[src/rtl/sim_run_pkg.sv]
// Shared types and constants for the simulation run controller.
// Latency: n/a (types and constants only).
// Backpressure: n/a.
package sim_run_pkg;

  // Run phases: core held in reset, executing, pipeline emptying after halt, finished.
  typedef enum logic [1:0] {
    RESET_HOLD,
    RUN,
    DRAIN,
    DONE
  } run_state_t;

  // MIPS "beq $0,$0,-1": branch-to-self, the program's end-of-test idiom.
  localparam logic [31:0] MIPS_SELF_LOOP = 32'h1000FFFF;

endpackage

[src/rtl/sat_counter.sv]
// Saturating up-counter with synchronous clear.
// Latency: count reflects clr/en on the following rising edge.
// Backpressure: none; holds at all-ones instead of wrapping.
// Ports: clk, rst (async, active-high), clr (sync clear, wins over en), en, count.
module sat_counter #(
  parameter int W = 32
) (
  input  logic         clk,
  input  logic         rst,
  input  logic         clr,
  input  logic         en,
  output logic [W-1:0] count
);

  localparam logic [W-1:0] ONE = W'(1);

  always_ff @(posedge clk or posedge rst) begin
    if (rst) begin
      count <= '0;
    end else if (clr) begin
      count <= '0;
    end else if (en && (count != '1)) begin
      count <= count + ONE;
    end
  end

endmodule

[src/rtl/sim_run_ctrl.sv]
// Run controller for processor sims: sequences core reset, counts cycles and retires, ends on halt/budget/stall.
// Latency: outputs registered; done rises DRAIN_CYCLES+1 edges after the halt retire is sampled.
// Backpressure: none; the wb_* retire stream is observed only, never stalled.
// Ports: clk, rst (async, active-high); wb_valid/wb_instr (retire stream in);
//        core_rst, cycle_count, retired_count, done, pass, timeout, stall (all registered).
// Option: define SIM_RUN_CTRL_STALL_WDOG_EN to enable the no-retire watchdog (stall).
module sim_run_ctrl
  import sim_run_pkg::*;
#(
  parameter int          RST_CYCLES   = 4,
  parameter int          MAX_CYCLES   = 2500,
  parameter int          DRAIN_CYCLES = 5,
  parameter logic [31:0] HALT_INSTR   = MIPS_SELF_LOOP,
  parameter int          CNT_W        = 32,
  parameter int          STALL_LIMIT  = 64
) (
  input  logic             clk,
  input  logic             rst,
  input  logic             wb_valid,
  input  logic [31:0]      wb_instr,
  output logic             core_rst,
  output logic [CNT_W-1:0] cycle_count,
  output logic [CNT_W-1:0] retired_count,
  output logic             done,
  output logic             pass,
  output logic             timeout,
  output logic             stall
);

  // core_rst is 1 straight out of reset and can only change on an edge, so
  // RST_CYCLES of 0 and 1 both release the core on the first edge.
  localparam int HOLD_W    = (RST_CYCLES > 1) ? $clog2(RST_CYCLES) : 1;
  localparam int HOLD_LAST = (RST_CYCLES > 1) ? RST_CYCLES - 1 : 0;
  localparam int DRAIN_W   = (DRAIN_CYCLES > 0) ? $clog2(DRAIN_CYCLES + 1) : 1;
  // If MAX_CYCLES does not fit in CNT_W the counter saturates first and the
  // budget can never be reached; truncating the compare would fire early.
  localparam bit TMO_REACHABLE = ($clog2(MAX_CYCLES + 1) <= CNT_W);

  run_state_t          state, state_nxt;
  logic [HOLD_W-1:0]   hold_cnt, hold_nxt;
  logic [DRAIN_W-1:0]  drain_cnt, drain_nxt;
  logic                core_rst_nxt, done_nxt, pass_nxt, timeout_nxt, stall_nxt;
  logic                active, is_halt, budget_hit, idle_hit;

  assign active  = (state == RUN) || (state == DRAIN);
  assign is_halt = wb_valid && (wb_instr == HALT_INSTR);
  // Matches on the edge whose increment lands cycle_count on MAX_CYCLES.
  assign budget_hit = TMO_REACHABLE && (cycle_count == CNT_W'(MAX_CYCLES - 1));

  sat_counter #(.W(CNT_W)) u_cycle_cnt (
    .clk   (clk),
    .rst   (rst),
    .clr   (1'b0),
    .en    (active),
    .count (cycle_count)
  );

  sat_counter #(.W(CNT_W)) u_retired_cnt (
    .clk   (clk),
    .rst   (rst),
    .clr   (1'b0),
    .en    (active && wb_valid),
    .count (retired_count)
  );

`ifdef SIM_RUN_CTRL_STALL_WDOG_EN
  localparam int IDLE_W = $clog2(STALL_LIMIT + 1);
  logic [IDLE_W-1:0] idle_count;

  // Cycles since the last retire, tracked only while running.
  sat_counter #(.W(IDLE_W)) u_idle_cnt (
    .clk   (clk),
    .rst   (rst),
    .clr   ((state == RUN) && wb_valid),
    .en    (state == RUN),
    .count (idle_count)
  );

  assign idle_hit = !wb_valid && (idle_count == IDLE_W'(STALL_LIMIT - 1));
`else
  // No watchdog: stall can never be set and stays tied low.
  assign idle_hit = 1'b0;
`endif

  always_ff @(posedge clk or posedge rst) begin
    if (rst) begin
      state     <= RESET_HOLD;
      hold_cnt  <= '0;
      drain_cnt <= '0;
      core_rst  <= 1'b1;
      done      <= 1'b0;
      pass      <= 1'b0;
      timeout   <= 1'b0;
      stall     <= 1'b0;
    end else begin
      state     <= state_nxt;
      hold_cnt  <= hold_nxt;
      drain_cnt <= drain_nxt;
      core_rst  <= core_rst_nxt;
      done      <= done_nxt;
      pass      <= pass_nxt;
      timeout   <= timeout_nxt;
      stall     <= stall_nxt;
    end
  end

  always_comb begin
    state_nxt    = state;
    hold_nxt     = hold_cnt;
    drain_nxt    = drain_cnt;
    core_rst_nxt = core_rst;
    done_nxt     = done;
    pass_nxt     = pass;
    timeout_nxt  = timeout;
    stall_nxt    = stall;
    case (state)
      RESET_HOLD: begin
        if (hold_cnt == HOLD_W'(HOLD_LAST)) begin
          state_nxt    = RUN;
          core_rst_nxt = 1'b0;
        end else begin
          hold_nxt = hold_cnt + HOLD_W'(1);
        end
      end
      RUN: begin
        // Priority: halt, then cycle budget, then watchdog.
        if (is_halt) begin
          state_nxt = DRAIN;
          drain_nxt = DRAIN_W'(DRAIN_CYCLES);
        end else if (budget_hit) begin
          state_nxt   = DONE;
          done_nxt    = 1'b1;
          timeout_nxt = 1'b1;
        end else if (idle_hit) begin
          state_nxt = DONE;
          done_nxt  = 1'b1;
          stall_nxt = 1'b1;
        end
      end
      DRAIN: begin
        // Loaded with DRAIN_CYCLES on the halt edge; DONE on the edge that sees 0.
        if (drain_cnt == '0) begin
          state_nxt = DONE;
          done_nxt  = 1'b1;
          pass_nxt  = 1'b1;
        end else begin
          drain_nxt = drain_cnt - DRAIN_W'(1);
        end
      end
      default: begin
        // DONE: everything holds until rst.
      end
    endcase
  end

endmodule

[config.mk]
export PLATFORM = sky130hd
export DESIGN_NAME = sim_run_ctrl
export DESIGN_NICKNAME = d
export VERILOG_FILES = /design/src/rtl/sim_run_pkg.sv /design/src/rtl/sat_counter.sv /design/src/rtl/sim_run_ctrl.sv
export SDC_FILE = /design/constraint.sdc
export NUM_CORES = 1
export LEC_CHECK = 0
export BUFFER_PORTS_ARGS = -buffer_cell sky130_fd_sc_hd__buf_2
export CAP_MARGIN = 20
export CELL_PAD_IN_SITES_DETAIL_PLACEMENT = 0
export CELL_PAD_IN_SITES_GLOBAL_PLACEMENT = 2
export CORE_ASPECT_RATIO = 0.5
export CORE_UTILIZATION = 35
export CTS_CLUSTER_DIAMETER = 40
export DETAILED_ROUTE_END_ITERATION = 12
export PLACE_DENSITY = 0.89
export SLEW_MARGIN = 40
export SYNTH_ARGS = -nofsm -noshare
export SYNTH_HDL_FRONTEND = slang
export SYNTH_HIERARCHICAL = 1
export SYNTH_SLANG_ARGS = --single-unit
export TNS_END_PERCENT = 10
[constraint.sdc]
create_clock -name clk -period 6.4 [get_ports clk]
set_clock_uncertainty 0.2 [all_clocks]
set_input_delay 1.28 -clock clk [delete_from_list [all_inputs] [get_ports clk]]
set_output_delay 1.28 -clock clk [all_outputs]
set_load 0.05 [all_outputs]
## Word level (Yosys, flattened, before mapping)

Cells that the tools add are included.

| cells by class | value |
|---|---|
| add/subtract/negate cells | 4 |
| equal/unequal tests | 14 |
| multiplexer cells | 12 |
| bitwise gates (word level) | 2 |
| reduce and logical (&&, ||, !) cells | 16 |

Operators with widths:

| kind | count |
|---|---|
| $add A32 B1 Y32 const B | 2 |
| $ne A32 B32 Y1 const B | 2 |
| $eq A32 B12 Y1 const B | 1 |
| $eq A32 B29 Y1 const B | 1 |
| $ne A2 B2 Y1 const B | 5 |
| $mux W2 | 4 |
| $reduce_and A4 Y1 | 2 |
| $mux W3 | 2 |
| $pmux W2 S3 | 1 |
| $pmux W3 S2 | 1 |
| $reduce_and A2 Y1 | 3 |
| $reduce_and A3 Y1 | 2 |
| $eq A2 B2 Y1 const B | 2 |
| $logic_and A1 B1 Y1 | 4 |
| $logic_not A3 Y1 | 1 |
| $mux W1 | 3 |
| $ne A3 B3 Y1 const B | 1 |
| $reduce_bool A3 Y1 | 1 |
| $sub A3 B1 Y3 const B | 1 |
| $add A2 B1 Y2 const B | 1 |
| $eq A2 B1 Y1 const B | 1 |
| $logic_not A2 Y1 | 1 |
| $ne A2 B1 Y1 const B | 1 |
| $not A1 Y1 | 2 |
| 3 further kinds | 3 |

| storage, ports and cells | value |
|---|---|
| register bits after elaboration | 75 |
| input bits | 35 |
| output and inout bits | 69 |
| word-level logic and storage cells | 57 |

## Depth between registers and ports, before layout

Gate-level depths: netlist (run 1).

| logic depth | value |
|---|---|
| depth in word-level cells | 4 |
| depth in mapped cells | 9 |
| depth with buffers taken out | 8 |

## Modules after synthesis

Netlist (run 1), hierarchy kept.

Modules (own cells, without submodules):

| module | instances | cells each | area an instance (µm²) |
|---|---|---|---|
| sat_counter | 2 | 186 | 1,740.4 |
| sim_run_ctrl | 1 | 95 | 844.6 |

## Worst setup path after synthesis (run 1)

No wires, ideal clock.

| timing | value |
|---|---|
| kind | input port to flip-flop |
| from | in wb_valid |
| to | reg u_retired_cnt.count[19] |
| setup time | 77 ps |
| arrival | 2,799 ps |
| data required time | 6,123 ps |
| slack | 3,323 ps |
| cell stages on the path | 7 |
| cells stage by stage | and2_1 > nand4_1 > nor3_1 > o311ai_1 > buf_2 > or4_1 > a21oi_1 |

| on the way | value |
|---|---|
| cells in the longest elaborated chain, start to end | 2 |

RTL lines:

| element | line | RTL |
|---|---|---|
| start: declaration | sim_run_ctrl.sv:19 | `input logic wb_valid,` |
| $logic_and A1 B1 Y1 | sim_run_ctrl.sv:62 | `.en (active && wb_valid),` |
| $logic_and A1 B1 Y1 | sat_counter.sv:22 | `end else if (en && (count != '1)) begin` |
| end signal: assignment | sat_counter.sv:23 | `count <= count + ONE;` |
| end: declaration | sat_counter.sv:12 | `output logic [W-1:0] count` |

Every way passes these cells.
A chain may end at the register's enable or synchronous reset.

## Worst setup path after layout (run 1)

| timing | value |
|---|---|
| from | reg state[0] |
| to | reg u_retired_cnt.count[27] |

| on the way | value |
|---|---|
| cells in the longest elaborated chain, start to end | 4 |
| elaborated cells on any way between the ends | 5 |

RTL lines:

| element | line | RTL |
|---|---|---|
| start: declaration | sim_run_ctrl.sv:39 | `run_state_t state, state_nxt;` |
| start signal: assignment | sim_run_ctrl.sv:96 | `state <= state_nxt;` |
| $eq A2 B1 Y1 or $eq A2 B2 Y1 (tied branches) | sim_run_ctrl.sv:45 | `assign active = (state == RUN) \|\| (state == DRAIN);` |
| $logic_or A1 B1 Y1 * | sim_run_ctrl.sv:45 |  |
| via active | sim_run_ctrl.sv:43 | `logic active, is_halt, budget_hit, idle_hit;` |
| $logic_and A1 B1 Y1 * | sim_run_ctrl.sv:62 |  |
| $logic_and A1 B1 Y1 * | sat_counter.sv:22 |  |

The timed path passes the listed nets; every way through them passes the cells marked *.

==> impl_metrics.csv, run 1 <==
group,metric,value,unit
cts,cts.sinks,75,
min_path,hp-class,"flop to flop",
logic_synthesis,yosys_register_bits,75,
detailed_routing,drtIter0Drc,233,
cts,ctsHoldBuffers,0,
critical_path,crit_slowest_cell,"ha_1",
die,num_rows,28,
cts,numCtsBuffers,9,
logic_synthesis,yosys.area_share.xor_xnor,1.417,%
logic_synthesis,synth_top_family_by_area,"simple AND/OR/NAND/NOR gates",
global_routing,grt_max_degree,33,
power,power_density,193.9,nW/um2
logic_synthesis,synth_edf_count,0,
power,swShare,19.83,%
sta,post-route-min-period,3163,ps
finish,layout-drive-gt1-share,23.59,%
critical_path,critPathRequiredTime,6440,ps
placement,place_congestion,0.7573,
power,p_leak,0.002302,uW
power,switchingPower,206.5,uW
power,finalPower,1041,uW
finish,utilization,45.08,%
detailed_routing,routed_wirelength,11140,um
logic_synthesis,synth_area_leaders,"dfrtp_1 (43%), a21oi_1 (6.4%), o31ai_1 (5.4%), or4_1 (5.2%), or3_1 (3.5%)",
sta,worstMarginPinSlew,804.3,ps
logic_synthesis,netlist.area_leader.share,42.81,%
sta,setup_viol,0,
finish,multi_input_area,2349,um2
global_routing,antenna_found_initial,0,
power,comb_power_share,3.2,%
cts,tritoncts,"built",
logic_synthesis,synth_fa_ha_area_share,2.314,%
cts,htree_levels,3,
power,pwr-share-clk,51.3,%
placement,io_buffers,102,
placement,place_hpwl,7941,um
sta,slew_violations,0,
sta,max_clock_freq,316.1,MHz
critical_path,crit_buf_inv,2,
sta,period_share,49.43,%
critical_path,critPathTopFamily,"simple AND/OR/NAND/NOR gates",
global_routing,grt_pass1_wl,18570,um
detailed_routing,drcViolationCount,0,
sta,finalHoldViolations,0,
sta,rsz0062_at_grt,"false",
logic_synthesis,syn_area,4325,um2
placement,dpl_cell_area,5055,um2
logic_synthesis,synth_largest_area_cell,"dfrtp_1",
logic_synthesis,netlist_instances,467,
logic_synthesis,synth-simple-area-share,28.23,%
cts,cts_resized,0,
die,die_w,159.2,um
cts,cts_setup_buffers,0,
critical_path,critPathArrivalTime,3210,ps
critical_path,end_kind,"flop",
finish,register_area,1878,um2
die,die-area,12830,um2
cts,clk_pin_slew,60,ps
detailed_routing,postRouteAntennaNets,0,
power,intPower,834.9,uW
finish,antenna_cells,0,
critical_path,crit_fanout,15,
cts,insertion_delay,320,ps
power,power_frac_seq,45.6,%
run,max-cap-violations,0,
logic_synthesis,synthFlopType,"dfrtp_1",
critical_path,path_class,"flop to flop",
outcome,status,"finished clean",
power,vdd_ir_drop_max,105.7,uV
sta,timing.final.ws_setup,3237,ps
global_routing,track_usage,17.97,%
logic_synthesis,ys_async_sr_fraction,100.0,%
placement,place_ws,2940,ps
logic_synthesis,synthMuxAreaShare,0.9546,%
finish,n_fill_cell,1186,
finish,syn2layout_area_growth,24.15,%
detailed_routing,drt_pass1_iterations,4,
logic_synthesis,yosys_warnings,6,
die,core,11910,um2
finish,finalNetCount,624,
logic_synthesis,ys_seq_area_share,43.42,%
critical_path,crit_path_start_kind,"flop",
sta,tns,0,ps
critical_path,max_stage_delay,550,ps
critical_path,cp_cell_sequence,"inv_1, ha_1, and2_1, nand4_1, nor3_1, o311ai_1, buf_4, or4_1, a21oi_1",
detailed_routing,post_drt_via_cell_ratio,5.536,
detailed_routing,vias,4152,
logic_synthesis,yosysUniqueCellTypes,52,
logic_synthesis,synth_compound_area_share,19.96,%
global_routing,grt_pass1_vias,3813,
sta,max_slew_margin,45.79,%
detailed_routing,routedWlPerCell,14.85,um
die,start_util,36.31,%
die,die_h,80.61,um
logic_synthesis,synth.avg_cell_area,9.262,um2
die,pin_count,104,
cts,clockRootBuffer,"clkbuf_16",
global_routing,grt_overflow,0,
cts,clockBufferDepth,2,
finish,design_area,5370,um2
-- cells in the mapped netlist, types with 2 or more instances --
library cell and number:
a21oi_1 55, a31oi_1 2, and2_1 4, and3_1 6
and4_1 8, buf_2 2, buf_6 2, clkbuf_1 8
dfrtp_1 74, ha_1 8, inv_1 23, mux2i_1 3
nand2_1 30, nand2b_1 3, nand3_1 21, nand4_1 21
nand4_2 2, nand4b_1 2, nor2_1 16, nor3_1 3
nor4_1 16, nor4b_1 2, nor4bb_1 2, o211a_1 2
o21ai_0 29, o21ba_2 2, o311ai_0 2, o311ai_1 2
o31a_1 3, o31ai_1 31, o41ai_1 2, o41ai_2 2
or3_1 24, or3_4 2, or4_1 30, or4_4 2
xnor2_1 5, xor2_1 2
-- stage by stage --
| step | std cells | hold slack, ps |
|---|---|---|
| after floorplan | 477 | 252.8 |
| after global placement | 735 | 250.9 |
| after detailed placement | 735 | 252.1 |
| after global routing | 750 | 278.2 |
| final | 750 | 261.1 |
| after CTS | 750 | 267.3 |
-- cells by family (layout without fill, tap and decap cells) --
group	Yosys count	in the layout
xor+xnor	7	7
fa+ha+maj	8	8
mux	4	4
simple gates	199	199
other cells	1	11
buf+inv	36	144
compound gates	137	137
flops	75	75
-- registers in the layout, indices dropped and copies added (netlist names) --
name	count
drain_cnt	3
done	1
state	2
u_retired_cnt/count	32
pass	1
core_rst	1
u_cycle_cnt/count	32
hold_cnt	2
timeout	1
-- cells in the final DEF, fill, tap and decap left out, types with 3 or more instances in the layout --
| cell type | synthesis | final |
|---|---|---|
| buf_2 | 2 | 102 |
| dfrtp_1 | 74 | 74 |
| a21oi_1 | 55 | 55 |
| or4_1 | 30 | 30 |
| nand2_1 | 30 | 30 |
| o31ai_1 | 31 | 30 |
| o21ai_0 | 29 | 29 |
| or3_1 | 24 | 24 |
| inv_1 | 23 | 23 |
| nand4_1 | 21 | 21 |
| nand3_1 | 21 | 21 |
| nor4_1 | 16 | 16 |
| nor2_1 | 16 | 16 |
| conb_1 | 1 | 11 |
| clkbuf_16 | 0 | 9 |
| ha_1 | 8 | 8 |
| and4_1 | 8 | 8 |
| and3_1 | 6 | 6 |
| xnor2_1 | 5 | 5 |
| and2_1 | 4 | 4 |
| o41ai_2 | 2 | 4 |
| buf_4 | 1 | 4 |
| nor3_1 | 3 | 3 |
| nand2b_1 | 3 | 3 |
| o31a_1 | 3 | 3 |
| mux2i_1 | 3 | 3 |
| clkbuf_1 | 8 | 3 |
-- final timing paths --
kind	startpoint	endpoint	slack, ps	cells after the start
max in group asynchronous	rst	u_cycle_cnt/count[28]$_DFFE_PP0P_	4810	3
min reg2reg	timeout$_DFFE_PP0P_	timeout$_DFFE_PP0P_	260	1
min in group asynchronous	rst	drain_cnt[2]$_DFFE_PP0P_	780	2
max	state[0]$_DFFE_PP0P_	u_retired_cnt/count[27]$_DFFE_PP0P_	3240	9
min	timeout$_DFFE_PP0P_	timeout$_DFFE_PP0P_	260	1
max reg2reg	state[0]$_DFFE_PP0P_	u_retired_cnt/count[27]$_DFFE_PP0P_	3240	9
-- metal layers --
metal	track usage, %	vias to the layer above	wire, um	share of wire, %
li1	-	2057	-	-
met1	24.16	2030	5372	48
met2	29.34	63	5366	48
met3	3.874	2	363	3.3
met4	4.904	0	38	0.34
met5	0	-	0	0
-- final cells by class --
class	instances	share of cell area, %
clock buffers	13	4.660
clock inverters	2	1.118
inverters	23	1.608
multi-input cells	366	43.73
flip-flops and latches	75	34.97
well taps	165	3.844
repair buffers	106	10.07
-- worst register-to-register path: stages (launching register included) --
cell      delay [ps]
dfrtp_1          380
inv_1             70
ha_1             550
and2_1           250
nand4_1          270
nor3_1           360
o311ai_1         150
buf_4            200
or4_1            500
a21oi_1          150
-- power groups by stage --
stage | registers (uW) | logic, uW | clock network, uW
after floorplan | 483 | 16.3 | 0
after global placement | 483 | 31.9 | 0
after detailed placement | 483 | 31.7 | 0
after CTS | 474 | 31.8 | 551
after global routing | 474 | 37.9 | 574
final | 474 | 33.1 | 534
Note: power is estimated with default switching activity, not from simulation.
==> run 2, diff against run 1 <==
--- a/config.mk
+++ b/config.mk
@@ -5,15 +5,16 @@
 export SDC_FILE = /design/constraint.sdc
 export NUM_CORES = 1
 export LEC_CHECK = 0
+export ABC_AREA = 1
 export BUFFER_PORTS_ARGS = -buffer_cell sky130_fd_sc_hd__buf_2
 export CAP_MARGIN = 20
 export CELL_PAD_IN_SITES_DETAIL_PLACEMENT = 0
 export CELL_PAD_IN_SITES_GLOBAL_PLACEMENT = 2
 export CORE_ASPECT_RATIO = 0.5
-export CORE_UTILIZATION = 35
+export CORE_UTILIZATION = 27
 export CTS_CLUSTER_DIAMETER = 40
 export DETAILED_ROUTE_END_ITERATION = 12
-export PLACE_DENSITY = 0.89
+export PLACE_DENSITY = 0.8
 export SLEW_MARGIN = 40
 export SYNTH_ARGS = -nofsm -noshare
 export SYNTH_HDL_FRONTEND = slang
==> constraint.sdc (replaced) <==
create_clock -name clk -period 2.8 [get_ports clk]
set_clock_uncertainty 0.2 [all_clocks]
set_input_delay 0.56 -clock clk [delete_from_list [all_inputs] [get_ports clk]]
set_output_delay 0.56 -clock clk [all_outputs]
set_load 0.05 [all_outputs]
==> run 2 against run 1 <==
Effect of this change:
- die area grew 66%
- global-route usage fell by 0.43 points
- routed wire length increased by 58%
- sequential cell count stayed put
- setup slack lost 2900 ps
==> impl_metrics.csv, run 2 <==
group,metric,value,unit
outcome,status,"finished clean",
logic_synthesis,synth.avg_cell_area,6.304,um2
sta,hold_slack,21.75,ps
critical_path,critPathRequiredTime,2890,ps
global_routing,grt_max_degree,33,
cts,ctsHoldBuffers,0,
finish,mostFrequentLayoutCells,"nand2_1 (330), nor2_1 (146), buf_2 (102)",
placement,place_ws,354.7,ps
placement,place_congestion,0.7984,
logic_synthesis,yosysUniqueCellTypes,38,
sta,timing.final.ws_setup,361.1,ps
critical_path,path_class,"flop to flop",
finish,utilization,33.99,%
logic_synthesis,yosys-top-cells-count,"nand2_1 (330), nor2_1 (146), inv_1 (96)",
logic_synthesis,synth_edf_count,0,
logic_synthesis,ys_async_sr_fraction,100.0,%
critical_path,critPathArrivalTime,2530,ps
sta,worstMarginPinSlew,720.5,ps
detailed_routing,routedWlPerCell,13.92,um
placement,place_hpwl,13040,um
power,power_density,396.4,nW/um2
finish,design_area,6736,um2
logic_synthesis,netlist.area_leader.share,33.23,%
cts,clk_pin_slew,60,ps
finish,n_fill_cell,2265,
logic_synthesis,synthFlopType,"dfrtp_1",
die,core,19820,um2
cts,numCtsBuffers,9,
cts,tritoncts,"built",
detailed_routing,drcViolationCount,0,
critical_path,crit_path_start_kind,"flop",
critical_path,crit_fanout,21,
finish,largestRegisters,"u_cycle_cnt/count: 32 flops, u_retired_cnt/count: 32 flops, drain_cnt: 3 flops",
die,pin_count,104,
critical_path,end_kind,"flop",
sta,slew_violations,0,
logic_synthesis,yosys_register_bits,75,
global_routing,grt_pass1_wl,29120,um
global_routing,track_usage,17.54,%
logic_synthesis,netlist_instances,884,
die,die_w,205.2,um
finish,layout-drive-gt1-share,17.30,%
run,max-cap-violations,0,
finish,finalNetCount,1038,
global_routing,grt_overflow,0,
global_routing,antenna_found_initial,0,
logic_synthesis,synth_area_leaders,"dfrtp_1 (33%), nand2_1 (22%), nor2_1 (9.8%), inv_1 (6.5%), nand3_1 (5.8%)",
detailed_routing,vias,5749,
placement,io_buffers,102,
die,die_h,103.6,um
detailed_routing,post_drt_via_cell_ratio,4.541,
finish,final_common_cell,"nand2_1",
detailed_routing,drtIter0Drc,320,
placement,dpl_cell_area,6394,um2
cts,insertion_delay,360,ps
logic_synthesis,yosys_warnings,6,
detailed_routing,drt_pass1_iterations,5,
sta,max_clock_freq,410.0,MHz
logic_synthesis,synth_largest_area_cell,"dfrtp_1",
min_path,hp-class,"input port to async pin",
cts,cts_resized,0,
finish,antenna_cells,0,
die,die-area,21250,um2
power,p_leak,0.003396,uW
sta,post-route-min-period,2439,ps
cts,clockBufferDepth,2,
cts,cts_setup_buffers,0,
detailed_routing,routed_wirelength,17620,um
power,vdd_ir_drop_max,305.3,uV
global_routing,grt_pass1_vias,5493,
cts,clockRootBuffer,"clkbuf_16",
sta,setup_viol,0,
finish,syn2layout_area_growth,20.88,%
cts,htree_levels,3,
logic_synthesis,synth_most_common_cell,"nand2_1",
cts,cts.sinks,75,
sta,finalHoldViolations,0,
die,start_util,28.12,%
logic_synthesis,ys_seq_area_share,33.70,%
detailed_routing,postRouteAntennaNets,0,
die,num_rows,36,
sta,rsz0062_at_grt,"false",
sta,tns,0,ps
logic_synthesis,syn_area,5573,um2
sta,period_share,87.10,%
sta,max_slew_margin,51.97,%
## run 2: worst paths after layout
kind	startpoint	endpoint	slack [ps]	cells after the start
min in group clk	done$_DFFE_PP0P_	done$_DFFE_PP0P_	260	2
min	rst	drain_cnt[2]$_DFFE_PP0P_	20	2
min reg2reg	done$_DFFE_PP0P_	done$_DFFE_PP0P_	260	2
max in group asynchronous	rst	u_retired_cnt/count[8]$_DFFE_PP0P_	1930	3
max reg2reg	u_cycle_cnt/count[1]$_DFFE_PP0P_	u_cycle_cnt/count[28]$_DFFE_PP0P_	360	11
max	u_cycle_cnt/count[1]$_DFFE_PP0P_	u_cycle_cnt/count[28]$_DFFE_PP0P_	360	11
## run 2: report_power, final
part	internal [uW]	switching, uW
sequential	1090	10.1
clock	874	525
combinational	43.2	127
total	2010	662
## run 2: layout make-up
type	count	area [um2]	share of cell area, %
clock buffer	10	229.0	3.399
multi-input combinational	697	3226	47.88
clock inverter	6	113.9	1.690
tap	266	332.8	4.941
timing repair buffer	111	578.1	8.581
inverter	101	379.1	5.628
sequential	75	1878	27.88
## run 2: cells by family (layout without fill, tap and decap cells)
group,after synthesis,in the layout,share of synthesized area (%)
AOI/OAI and AO/OA,49,49,5.029
other,1,7,0.06729
adders and majority gates,8,8,1.796
DFF,75,75,33.70
muxes,1,1,0.2021
xor gates and xnor gates,9,9,1.415
and+or+nand+nor,623,623,48.97
buffers and inverters,118,228,8.824
## run 2: per-layer routing
metal  vias to the layer above  GRT usage (%)  wire length, um
met5                         -              0                0
met2                        86          28.35             8238
met3                        11          4.059              690
li1                       2980              -                -
met4                         0          4.180              163
met1                      2672          23.53             8528
## run 2: critical path, cell delays in order (launching register included)
cell and delay, ps:
dfrtp_1 420, ha_1 230, nand2_1 100, nor2_2 170, nand2_4 120, nor2_8 170
nand2_4 70, nand2_4 110, nand2_4 180, inv_2 420, nand2_1 100, nand2_1 90
## run 2: through the flow
| stage | power (uW) | instances |
|---|---|---|
| 6_report | 2670 | 1266 |
| 5_1_grt | 2790 | 1266 |
| 4_1_cts | 2716 | 1266 |
| 3_5_place_dp | 1287 | 1250 |
| 3_3_place_gp | 1285 | 1250 |
| 2_1_floorplan | 1230 | 890 |
==> run 3, diff against run 2 <==
--- a/config.mk
+++ b/config.mk
@@ -5,19 +5,17 @@
 export SDC_FILE = /design/constraint.sdc
 export NUM_CORES = 1
 export LEC_CHECK = 0
-export ABC_AREA = 1
 export BUFFER_PORTS_ARGS = -buffer_cell sky130_fd_sc_hd__buf_2
 export CAP_MARGIN = 20
 export CELL_PAD_IN_SITES_DETAIL_PLACEMENT = 0
 export CELL_PAD_IN_SITES_GLOBAL_PLACEMENT = 2
 export CORE_ASPECT_RATIO = 0.5
-export CORE_UTILIZATION = 27
+export CORE_UTILIZATION = 29
 export CTS_CLUSTER_DIAMETER = 40
 export DETAILED_ROUTE_END_ITERATION = 12
-export PLACE_DENSITY = 0.8
+export PLACE_DENSITY = 0.79
 export SLEW_MARGIN = 40
 export SYNTH_ARGS = -nofsm -noshare
 export SYNTH_HDL_FRONTEND = slang
 export SYNTH_HIERARCHICAL = 1
 export SYNTH_SLANG_ARGS = --single-unit
-export TNS_END_PERCENT = 10
==> run 3 against run 2 <==
Effect of this change:
- routed wire length down 33%
- non-clock buffer count up 19
- sequential power barely moved
- die area down 27%
- core utilization rose by 4.6 points
- final cell count fell by 36%
- largest power group unchanged
- highest routed layer unchanged
==> impl_metrics.csv, run 3 (synthesized netlist as in run 1, its figures left out) <==
group,metric,value,unit
cts,insertion_delay,330,ps
finish,utilization,38.55,%
critical_path,rr_startpoint,"u_cycle_cnt/count[0]$_DFFE_PP0P_",
detailed_routing,postRouteAntennaNets,0,
critical_path,max_stage_delay,510,ps
critical_path,cp_cell_sequence,"ha_1, nand2_1, or4_4, or3_4, or4_1, a21oi_1",
placement,place_congestion,0.7335,
power,finalPower,2411,uW
cts,cts.sinks,75,
detailed_routing,drtIter0Drc,200,
cts,htree_levels,3,
finish,mostFrequentLayoutCells,"buf_2 (102), dfrtp_1 (74), a21oi_1 (55)",
global_routing,grt_max_degree,33,
sta,slew_violations,0,
sta,max_slew_margin,52.60,%
cts,clockRootBuffer,"clkbuf_16",
detailed_routing,vias,4215,
cts,numCtsBuffers,9,
sta,setup_viol,0,
die,die_h,88.36,um
critical_path,crit_buf_inv,0,
critical_path,r2r_setup_slack,190,ps
critical_path,critPathRequiredTime,2850,ps
critical_path,critPathArrivalTime,2660,ps
global_routing,antenna_found_initial,0,
outcome,status,"finished clean",
power,vdd_ir_drop_max,276.8,uV
critical_path,crit_path_start_kind,"flop",
sta,tns,0,ps
detailed_routing,drt_pass1_iterations,5,
critical_path,end_kind,"flop",
sta,finalHoldViolations,0,
min_path,hp-class,"input port to async pin",
cts,cts_setup_buffers,0,
detailed_routing,drcViolationCount,0,
critical_path,critPathTopFamily,"simple AND/OR/NAND/NOR gates",
die,core,14510,um2
cts,cts_resized,0,
sta,rsz0062_at_grt,"false",
finish,antenna_cells,0,
power,p_leak,0.002424,uW
critical_path,crit_fanout,14,
sta,period_share,93.11,%
power,power_density,431.1,nW/um2
cts,ctsHoldBuffers,0,
run,max-cap-violations,0,
finish,syn2layout_area_growth,29.30,%
global_routing,grt_pass1_wl,19670,um
finish,layout-drive-gt1-share,27.09,%
critical_path,path_class,"flop to flop",
detailed_routing,routedWlPerCell,14.73,um
placement,place_hpwl,8521,um
sta,post-route-min-period,2607,ps
finish,final_common_cell,"buf_2",
die,num_rows,31,
cts,tritoncts,"built",
finish,register_area,1878,um2
cts,clk_pin_slew,60,ps
cts,clockBufferDepth,2,
sta,max_clock_freq,383.6,MHz
die,pin_count,104,
sta,worstMarginPinSlew,704.9,ps
critical_path,reg2regPathDepth,6,
die,die_w,174.7,um
critical_path,crit_slowest_cell,"or4_1",
die,start_util,29.82,%
global_routing,track_usage,15.78,%
finish,finalNetCount,648,
global_routing,grt_overflow,0,
placement,io_buffers,102,
die,die-area,15440,um2
finish,n_fill_cell,1515,
detailed_routing,post_drt_via_cell_ratio,5.223,
critical_path,r2r-end,"u_cycle_cnt/count[28]$_DFFE_PP0P_",
detailed_routing,routed_wirelength,11890,um
finish,multi_input_area,2344,um2
finish,largestRegisters,"u_cycle_cnt/count: 32 flops, u_retired_cnt/count: 32 flops, drain_cnt: 3 flops",
global_routing,grt_pass1_vias,3988,
-- run 3: worst register-to-register path, cell delays in order, from the launching register on --
cell     delay (ps)
dfrtp_1         420
ha_1            230
nand2_1         120
or4_4           470
or3_4           430
or4_1           510
a21oi_1         150
-- run 3: where the power goes --
| group | switching, uW | internal [uW] | total [uW] |
|---|---|---|---|
| clock network | 453 | 797 | 1250 |
| logic | 54.4 | 22.8 | 77.2 |
| registers | 0.00000000000136 | 1080 | 1080 |
-- run 3: layer usage --
metal | GRT usage (%) | part of all wire (%) | up-vias
li1 | - | - | 2095
met1 | 20.29 | 48 | 2050
met2 | 27.13 | 48 | 66
met3 | 3.866 | 3.4 | 4
met4 | 3.557 | 0.34 | 0
met5 | 0 | 0 | -
-- run 3: how the worst max path moves through the flow --
stage	slack (ps)	cells past startpoint	start	to
after global routing	8	8	state[0]$_DFFE_PP0P_	u_retired_cnt/count[12]$_DFFE_PP0P_
after global placement	100	6	wb_instr[29]	state[0]$_DFFE_PP0P_
after detailed placement	150	6	wb_instr[29]	state[0]$_DFFE_PP0P_
final	190	6	u_cycle_cnt/count[0]$_DFFE_PP0P_	u_cycle_cnt/count[28]$_DFFE_PP0P_
after CTS	160	9	state[0]$_DFFE_PP0P_	u_retired_cnt/count[27]$_DFFE_PP0P_
after floorplan	10	7	u_cycle_cnt/count[0]$_DFFE_PP0P_	u_cycle_cnt/count[20]$_DFFE_PP0P_
-- run 3: final cells by class --
cell class	count	area share, %
Multi-Input combinational cell	366	41.90
Sequential cell	75	33.58
Timing Repair Buffer	130	12.89
Tap cell	198	4.430
Clock buffer	10	4.273
Inverter	23	1.544
Clock inverter	5	1.387
-- run 3: through the flow --
step / cell area [um2] / hold WS (ps) / instances / worst slack (ps)
2_1_floorplan: 4363 / 211.7 / 477 / 12.39
3_3_place_gp: 5261 / 246.3 / 792 / 103.9
3_5_place_dp: 5266 / 257.4 / 792 / 149.2
4_1_cts: 5583 / 45.62 / 807 / 160.0
5_1_grt: 5593 / 69.50 / 807 / 7.646
6_report: 5593 / 44.64 / 807 / 192.9
